[src/rtl/fetch_unit_pkg.sv]
// Shared types and constants for the fetch stage.
// Holds the fetch FSM encoding and datapath widths.
package fetch_unit_pkg;

  localparam int ADDR_W  = 16;
  localparam int INSTR_W = 16;

  localparam logic [ADDR_W-1:0] DEF_RESET_PC = 16'h0000;

  typedef enum logic [1:0] {
    FS_FETCH = 2'd0,
    FS_WAIT  = 2'd1,
    FS_HOLD  = 2'd2,
    FS_HALT  = 2'd3
  } fs_t;

endpackage

[src/rtl/fetch_unit.sv]
// Fetch stage: owns the PC, reads imem over req/ack,
// and hands instr/pc to decode over valid/ready.
module fetch_unit
  import fetch_unit_pkg::*;
#(
  parameter logic [ADDR_W-1:0] RESET_PC = DEF_RESET_PC,
  parameter int                CNT_W    = 16
) (
  input  logic               clk,
  input  logic               rst,
  output logic               imem_req,
  output logic [ADDR_W-1:0]  imem_addr,
  input  logic               imem_ack,
  input  logic [INSTR_W-1:0] imem_rdata,
  output logic               instr_valid,
  output logic [INSTR_W-1:0] instr,
  output logic [ADDR_W-1:0]  pc_current,
  input  logic               instr_ready,
  input  logic [ADDR_W-1:0]  pc_next,
  input  logic               halt,
  output logic               halted,
  output logic [CNT_W-1:0]   fetch_count
);

  fs_t               state;
  logic [ADDR_W-1:0] pc;

  localparam logic [CNT_W-1:0] CNT_ONE = {{(CNT_W-1){1'b0}}, 1'b1};

  assign imem_addr  = pc;
  assign pc_current = pc;

  // Fetch FSM with all handshake outputs registered.
  always_ff @(posedge clk or posedge rst) begin
    if (rst) begin
      state       <= FS_FETCH;
      pc          <= RESET_PC;
      instr       <= '0;
      instr_valid <= 1'b0;
      imem_req    <= 1'b0;
      halted      <= 1'b0;
      fetch_count <= '0;
    end else begin
      unique case (state)
        FS_FETCH: begin
          if (halt) begin
            halted <= 1'b1;
            state  <= FS_HALT;
          end else begin
            imem_req <= 1'b1;
            state    <= FS_WAIT;
          end
        end
        FS_WAIT: begin
          if (imem_ack) begin
            instr       <= imem_rdata;
            instr_valid <= 1'b1;
            imem_req    <= 1'b0;
            state       <= FS_HOLD;
          end
        end
        FS_HOLD: begin
          if (instr_ready) begin
            pc          <= pc_next;
            instr_valid <= 1'b0;
            if (!(&fetch_count))
              fetch_count <= fetch_count + CNT_ONE;
            state       <= FS_FETCH;
          end
        end
        FS_HALT: begin
          if (!halt) begin
            halted <= 1'b0;
            state  <= FS_FETCH;
          end
        end
        default: state <= FS_FETCH;
      endcase
    end
  end

endmodule
[config.mk]
export PLATFORM = sky130hd
export DESIGN_NAME = fetch_unit
export DESIGN_NICKNAME = d
export VERILOG_FILES = /design/src/rtl/fetch_unit_pkg.sv /design/src/rtl/fetch_unit.sv
export SDC_FILE = /design/constraint.sdc
export NUM_CORES = 1
export LEC_CHECK = 0
export CAP_MARGIN = 10
export CORE_ASPECT_RATIO = 1.25
export CORE_MARGIN = 4
export CORE_UTILIZATION = 41
export DETAILED_ROUTE_END_ITERATION = 10
export HOLD_SLACK_MARGIN = 0.1
export PLACE_DENSITY_LB_ADDON = 0.3
export SKIP_LAST_GASP = 1
export SYNTH_ARGS = -nofsm -noshare
export SYNTH_HDL_FRONTEND = slang
export SYNTH_SLANG_ARGS = --single-unit
[constraint.sdc]
create_clock -name clk -period 1.87 [get_ports clk]
set_input_delay 0.374 -clock clk [delete_from_list [all_inputs] [get_ports clk]]
set_output_delay 0.374 -clock clk [all_outputs]
set_load 0.005 [all_outputs]
==> metrics.yaml, run 1 <==
sta:
  finalSetupTns_ps: 0
  fin_crit_sh_pct: 96.6
  worst_clock_skew_ps: 8.57
  hold_viol: 0
  setup_viol: 0
  timing.fmax_ghz: 0.554
  relSlewSlack_pct: 68.0
  period_minus_slack_ps: 1810
  tightest_slew_ps: 480
  drv_slew: 0
cells_and_area:
  drive_gt1_share_pct: 21.7
  layout_common_cells: "clkdlybuf4s50_1 (103), dfrtp_1 (53), mux2_2 (33), xor2_1 (14), buf_4 (11)"
  multi_input_area_sq_um: 840
  fin_nets: 318
  antenna_cells: 0
  nFillCells: 435
  synthToLayoutAreaGrowth_pct: 52.7
  layout_commonest_cell: "clkdlybuf4s50_1"
  layout.cells.non_filler: 345
  register_area_sq_um: 1330
clock_tree:
  cts_buffers: 5
  htreeDepth: 2
  cts.sinks: 53
  tritoncts: "built"
  path_clk_slew_ps: 90
  clk_latency_ps: 300
  cts.path.max_buffers: 2
  hold_buffers: 0
  root_buffer: "clkbuf_8"
worst_setup_path:
  r2r-start: "fetch_count[1]"
  reg2regPathDepth: 6
  cp.arrival_ps: 2040
  startpoint: "instr_ready"
  rrSetupSlack_ps: 80
  worstPathRequired_ps: 2100
  crit_type: "primary input to flop"
  end_kind: "flop"
  crit_fanout: 4
  reg2reg_to: "fetch_count[1]"
  endpoint: "fetch_count[13]"
  start_kind: "primary input"
route:
  wl_um: 5160
  drt-initial-drc-count: 66
  avgViaCountPerCell: 4.98
  drc: 0
  dr.pass1.iters: 4
  via_count: 1718
  antenna_left: 0
  routedWlPerCell_um: 15.0
yosys:
  ys_types: 31
  ys_seq_area_share_pct: 57.6
  ys_ff_latch: 53
  yosysTopAreaCell: "dfrtp_1"
  syn_avg_cell_area_sq_um: 12.9
  synthCells: 178
  syn_nets: 216
  synth_top_area_share_pct: 57.6
  yosys-top-cells-area: "dfrtp_1 (58%), mux2_2 (16%), xor2_1 (5.3%), buf_4 (5.2%), nand2_1 (1.6%)"
  yosys_warnings: 0
  syn_area_sq_um: 2300
placed_design:
  gp_congestion: 0.768
  io_buffer_count: 103
  hpwl_um: 3840
  place_inst: 334
outcome:
  outcome: "finished, final reports clean"
global_route:
  first_global_vias: 1812
  antenna_found_initial: 0
  track_usage_pct: 15.3
  grt_overflow: 0
  grt_max_degree: 54
  grt_first_pass_wirelength_um: 8320
die:
  io_pins: 104
  dieArea_sq_um: 6890
  die_x_um: 75.0
  core_sq_um: 5440
  die_h_um: 91.8
  rows: 30
  initial_utilization_pct: 42.3
pwr:
  cellLeakagePower_nw: 1.58
  power_density_nw_per_um2: 1380
  peakVddDrop_mv: 0.722
hold_path:
  hold_class: "primary input to async pin"
job:
  max_cap_violations: 0
## Yosys cell counts, drive strengths merged
| master | count |
|---|---|
| nor3b | 1 |
| nand4 | 5 |
| xor2 | 14 |
| or2 | 1 |
| nor3 | 6 |
| a211o | 1 |
| nand2b | 1 |
| nor4 | 1 |
| nor2 | 7 |
| dfrtp | 53 |
| ha | 1 |
| and3 | 2 |
| and4bb | 1 |
| xnor2 | 1 |
| o211ai | 1 |
| clkbuf | 2 |
| and4 | 1 |
| mux2 | 33 |
| inv | 3 |
| a21boi | 1 |
| or4 | 1 |
| nand2 | 10 |
| buf | 20 |
| nand3b | 1 |
| a21oi | 2 |
| nor4bb | 1 |
| o2111ai | 1 |
| and3b | 1 |
| nand3 | 3 |
| o21ai | 2 |
## layout make-up
class	instances	area share (%)
multi-input cells	100	23.9
flip-flops and latches	53	37.7
inverters	3	0.320
clock buffers	7	2.74
clock inverters	1	0.142
repair buffers	117	32.9
well taps	64	2.28
## how the worst min path moves through the flow
stage,startpoint,endpoint,depth (start not counted)
after floorplan,instr_valid,instr_valid,2
after global placement,instr_valid,instr_valid,2
after detailed placement,instr_valid,instr_valid,2
after CTS,rst,fetch_count[15],3
after global routing,rst,imem_addr[11],3
final,rst,imem_addr[12],3
## cell families (layout without fill, tap and decap cells)
logic type                 count (synthesis)  after routing  synth area share, %
muxes                                     33             33                 16.1
and+or+nand+nor                           43             43                 10.9
DFF                                       53             53                 57.6
buffers and inverters                     25            128                 6.90
adders and majority gates                  1              1                0.543
xor gates and xnor gates                  15             15                 5.70
AOI/OAI and AO/OA                          8              8                 2.28
## flip-flops by register name, indices dropped and copies added (netlist names)
name,count
instr,16
fetch_count,16
imem_addr,16
imem_req,1
instr_valid,1
state,2
halted,1
## worst max-delay path, stage by stage
cell	delay, ps
clkdlybuf4s50_1	550
nand3b_4	100
or4_4	560
and4bb_1	310
xor2_1	150
## where the power goes
| part | internal, mW | switching (mW) | total [mW] | leakage (nW) |
|---|---|---|---|---|
| clock | 0.335 | 0.355 | 0.690 | 0.0542 |
| sequential | 1.60 | 0.293 | 1.89 | 0.654 |
| combinational | 1.60 | 0.659 | 2.26 | 0.877 |
| total | 3.54 | 1.31 | 4.84 | 1.58 |
## timing repair
action / in CTS / in global routing
setup buffers: 0 / 2
gates resized for setup: 0 / 4
endpoints found under the setup margin: 0 / 3
## metrics by stage
step	power [mW]	hold WS [ps]	utilization, %	instance area [sq um]	setup WS (ps)
2_1_floorplan	2.91	470	-	2300	114
3_3_place_gp	4.15	463	62.0	3370	-211
3_5_place_dp	4.21	469	62.0	3370	-257
4_1_cts	4.92	439	63.9	3480	56.8
5_1_grt	5.19	469	64.6	3520	-17.5
6_report	4.84	439	64.6	3520	64.4
## metal layers
layer  vias to the layer above  GRT usage (%)  routed length, um  part of all wire (%)
li1                        802              -                  -                     -
met1                       834           16.5               1940                    38
met2                        75           26.7               2580                    50
met3                         7           6.03                561                    11
met4                         0           5.04                 81                   1.6
met5                         -              0                  0                     0
(Power assumes the default switching activity.)
==> run 2: changes to the inputs <==
SETUP_SLACK_MARGIN = 0.2   (was not set)
==> run 2 against run 1 <==
  * Via count is 2.8% higher
  * Fmax grew 8.3%
  * Final area increased by 4.3%
  * Combinational power is essentially flat
  * Sequential power hardly changed
  * Critical endpoint is now fetch_count[11]
  * Clock skew decreased by 3.0 ps
  * Worst hold slack worse by 25 ps
  * Routed wire length increased by 1.9%
==> metrics.yaml, run 2 (synthesis gave the netlist of run 1 again) <==
sta:
  fin_crit_sh_pct: 89.1
  fin_ws_ps: 203
  rsz0062_at_grt: "yes"
  finalSetupTns_ps: 0
  tightest_slew_ps: 418
  worst_clock_skew_ps: 5.56
  drv_slew: 0
  relSlewSlack_pct: 72.1
  setup_viol: 0
  hold_viol: 0
  period_minus_slack_ps: 1670
  timing.fmax_ghz: 0.600
placed_design:
  hpwl_um: 3760
  gp_congestion: 0.786
  post-place-ws_ps: -96.5
  dpl_cell_area_sq_um: 3390
  io_buffer_count: 103
route:
  highest_layer: "met4"
  wl_met3_um: 528
  via_count: 1766
  antenna_left: 0
  wl_um: 5260
  routedWlPerCell_um: 14.8
  drt-initial-drc-count: 51
  wl_met2_um: 2760
  wl_met1_um: 1890
  dr.pass1.iters: 4
  avgViaCountPerCell: 4.97
  drc: 0
cells_and_area:
  register_area_sq_um: 1330
  final_util_pct: 67.4
  multi_input_area_sq_um: 866
  layout_common_cells: "clkdlybuf4s50_1 (95), dfrtp_1 (47), mux2_2 (33), buf_4 (20), xor2_1 (14)"
  layout_commonest_cell: "clkdlybuf4s50_1"
  drive_gt1_share_pct: 27.8
  synthToLayoutAreaGrowth_pct: 59.2
  finalInstanceArea_sq_um: 3670
  fin_nets: 328
  nFillCells: 418
  antenna_cells: 0
worst_setup_path:
  worstPathRequired_ps: 1500
  slowest_stage: "clkdlybuf4s50_1"
  cp.arrival_ps: 1290
  cp_cell_sequence: "clkdlybuf4s50_1"
  critical-path-top-delay-family: "buffers and inverters"
  crit_buf_inv: 1
  crit_type: "flop to output port"
  startpoint: "fetch_count[11]"
  end_kind: "output port"
  start_kind: "flop"
  r2r-start: "fetch_count[1]"
  crit_fanout: 4
  rrSetupSlack_ps: 210
  slowest_delay_ps: 540
die:
  rows: 30
  core_sq_um: 5440
  io_pins: 104
  die_x_um: 75.0
  die_h_um: 91.8
  dieArea_sq_um: 6890
  initial_utilization_pct: 42.3
outcome:
  outcome: "finished, final reports clean"
global_route:
  antenna_found_initial: 0
  grt_first_pass_wirelength_um: 7990
  grt_overflow: 0
  track_usage_pct: 14.9
  grt_max_degree: 36
  first_global_vias: 1702
job:
  max_cap_violations: 0
clock_tree:
  htreeDepth: 2
  root_buffer: "clkbuf_8"
  tritoncts: "built"
  cts_buffers: 5
  cts.sinks: 53
  path_clk_slew_ps: 90
  clk_latency_ps: 310
  cts.path.max_buffers: 2
pwr:
  peakVddDrop_mv: 0.825
  cellLeakagePower_nw: 1.73
  finalPower_mw: 4.97
  power_density_nw_per_um2: 1360
hold_path:
  hold_class: "primary input to async pin"
run 2: cell count changes in the layout (fill, tap and decap cells not counted), sizes merged:
cell,change
buf,+10
bufinv,+1
clkbuf,-1
clkdlybuf4s50,-8
clkinv,-1
clkinvlp,+1
dlygate4sd2,+2
dlymetal6s2s,+6
run 2: final timing paths:
kind,end,cells after the start
setup / recovery,fetch_count[11],1
hold / removal,fetch_count[15],3
setup reg to reg,fetch_count[13],6
hold reg to reg,instr_valid,2
max in group asynchronous,instr[1],3
min in group clk,state[1],3
run 2: final cells by class:
class	count	share of cell area, %
timing repair buffer	127	34.3
inverter	3	0.307
tap	64	2.18
multi-input combinational	100	23.6
sequential	53	36.4
clock buffer	6	2.25
clock inverter	2	1.02
run 2: per-stage QoR:
| stage | instances | hold slack [ps] |
|---|---|---|
| 2_1_floorplan | 178 | 471 |
| 3_3_place_gp | 334 | 462 |
| 3_5_place_dp | 334 | 476 |
| 4_1_cts | 346 | 424 |
| 5_1_grt | 355 | 434 |
| 6_report | 355 | 414 |
run 2: per-layer routing:
metal | GRT usage (%) | vias up
met5 | 0 | -
met4 | 5.79 | 0
met3 | 6.03 | 8
met2 | 25.4 | 69
met1 | 16.0 | 865
li1 | - | 824
run 2: timing repair:
action,CTS,global route
resized for setup,8,13
endpoints found under the hold margin,0,0
hold buffers,0,0
pin swaps,1,6
endpoints found under the setup margin,16,19
buffers inserted,4,9
run 2: power breakdown:
part	switching, mW	internal, mW	total (mW)
Clock	0.369	0.435	0.804
Sequential	0.308	1.61	1.92
Combinational	0.654	1.59	2.25
==> run 3: changes to the inputs <==
clock period = 1.8 ns   (was 1.87 ns; I/O delays follow)
==> run 3 against run 2 <==
  * Worst hold slack better by 69 ps
  * First-iteration DRC count is 88% higher
  * Non-clock buffer count up 19
  * Combinational power is 8.9% higher
  * Sequential power increased by 2%
  * Sequential share of layout area fell by 1.7 points
  * Die area is the same
  * Utilization rose by 2.9 points
  * Worst setup slack lost 96 ps
  * Via count up 3.9%
  * Sequential cell count stayed put
  * Critical path depth is 5 higher
  * Critical endpoint is now fetch_count[13]
  * Largest cell class is now buffers
==> metrics.yaml, run 3 (synthesis gave the netlist of run 1 again) <==
pwr:
  power_density_nw_per_um2: 1320
  combPwrFrac_pct: 48.3
  p_sw_share_pct: 27.5
  pwr-share-clk_pct: 13.0
  finalPower_mw: 5.06
  cellLeakagePower_nw: 1.94
  internal_power_mw: 3.67
  p_switching_mw: 1.39
  peakVddDrop_mv: 0.663
  seqPwrFrac_pct: 38.6
die:
  rows: 30
  dieArea_sq_um: 6890
  core_sq_um: 5440
  io_pins: 104
  die_h_um: 91.8
  die_x_um: 75.0
  initial_utilization_pct: 42.3
cells_and_area:
  fin_nets: 347
  layout_common_cells: "clkdlybuf4s50_1 (80), dfrtp_1 (52), buf_4 (38), mux2_2 (32), xor2_1 (14)"
  layout.cells.non_filler: 373
  nFillCells: 412
  synthToLayoutAreaGrowth_pct: 66.1
  antenna_cells: 0
  finalInstanceArea_sq_um: 3820
  drive_gt1_share_pct: 31.1
  final_util_pct: 70.3
  layout_commonest_cell: "clkdlybuf4s50_1"
placed_design:
  dpl_cell_area_sq_um: 3440
  post-place-ws_ps: -166
  io_buffer_count: 103
  gp_congestion: 0.774
  place_inst: 339
  hpwl_um: 3790
route:
  drt-initial-drc-count: 96
  antenna_left: 0
  routedWlPerCell_um: 14.6
  wl_um: 5450
  avgViaCountPerCell: 4.92
  via_count: 1835
  drc: 0
  dr.pass1.iters: 2
job:
  max_cap_violations: 0
global_route:
  grt_overflow: 0
  use_met2_pct: 27.3
  grt_max_degree: 54
  first_global_vias: 1858
  antenna_found_initial: 0
  use_met3_pct: 4.61
  met1_usage_pct: 17.9
  top_usage_layer: "met2"
  grt_first_pass_wirelength_um: 8460
  track_usage_pct: 15.5
worst_setup_path:
  start_kind: "flop"
  r2r-start: "fetch_count[8]"
  worstPathRequired_ps: 1990
  crit_fanout: 6
  reg2regPathDepth: 6
  reg2reg_to: "fetch_count[13]"
  crit_type: "flop to flop"
  startpoint: "fetch_count[8]"
  rrSetupSlack_ps: 110
  end_kind: "flop"
  cp.arrival_ps: 1880
sta:
  fin_crit_sh_pct: 94.1
  drv_slew: 0
  finalSetupTns_ps: 0
  timing.fmax_ghz: 0.591
  hold_viol: 0
  relSlewSlack_pct: 79.8
  period_minus_slack_ps: 1690
  rsz0062_at_grt: "yes"
  setup_viol: 0
  tightest_slew_ps: 304
  hold_slack_ps: 483
  worst_clock_skew_ps: 5.19
  fin_ws_ps: 107
clock_tree:
  hold_buffers: 0
  path_clk_slew_ps: 90
  cts_buffers: 5
  clk_latency_ps: 300
  cts.path.max_buffers: 2
  htreeDepth: 2
  root_buffer: "clkbuf_8"
  tritoncts: "built"
  cts.sinks: 53
hold_path:
  hold_class: "primary input to async pin"
outcome:
  outcome: "finished, final reports clean"
==> run 3: cell types whose count changed in the layout (fill, tap and decap cells not counted), sizes merged <==
cell	before	now
buf	24	43
bufinv	1	0
clkbuf	6	7
clkdlybuf4s50	95	80
dlygate4sd2	2	10
dlymetal6s2s	6	13
inv	3	2
==> run 3: area by class of cell <==
type | instances | area (sq um) | share of cell area [%]
clock buffer | 7 | 86.3 | 2.26
inverter | 3 | 15.0 | 0.393
multi-input combinational | 100 | 906 | 23.7
sequential | 53 | 1330 | 34.7
tap | 64 | 80.1 | 2.09
timing repair buffer | 146 | 1410 | 36.9
==> run 3: worst max-delay path by stage <==
stage | end | cells past startpoint
6_report | fetch_count[13] | 6
3_5_place_dp | fetch_count[13] | 5
4_1_cts | fetch_count[13] | 6
2_1_floorplan | fetch_count[1] | 6
3_3_place_gp | fetch_count[13] | 5
5_1_grt | fetch_count[13] | 6
==> run 3: power groups by stage <==
stage                     Sequential, mW  Combinational, mW  Clock [mW]
after floorplan                     2.01               1.05           0
after global placement              1.97               2.37           0
after detailed placement            2.00               2.40           0
after CTS                           1.97               2.42       0.692
after global routing                2.02               2.65       0.745
final                               1.96               2.45       0.658
==> run 3: routing by layer <==
metal | vias up | wire [um]
met5 | - | 0
met4 | 0 | 54
met3 | 5 | 489
met2 | 70 | 2880
met1 | 899 | 2030
li1 | 861 | -
==> run 3: critical path: stages, from the launching register on <==
cell and delay [ps]:
dfrtp_2 410, buf_4 120, nand4_1 170, nor4bb_4 350, buf_6 170, and4bb_1 220, xor2_1 140
==> run 3: repair_timing <==
action / 4_1_cts / 5_1_grt
setup buffers: 16 / 10
resized for setup: 12 / 28
gates cloned: 0 / 1
endpoints found under the setup margin: 23 / 36
pin swaps: 3 / 7
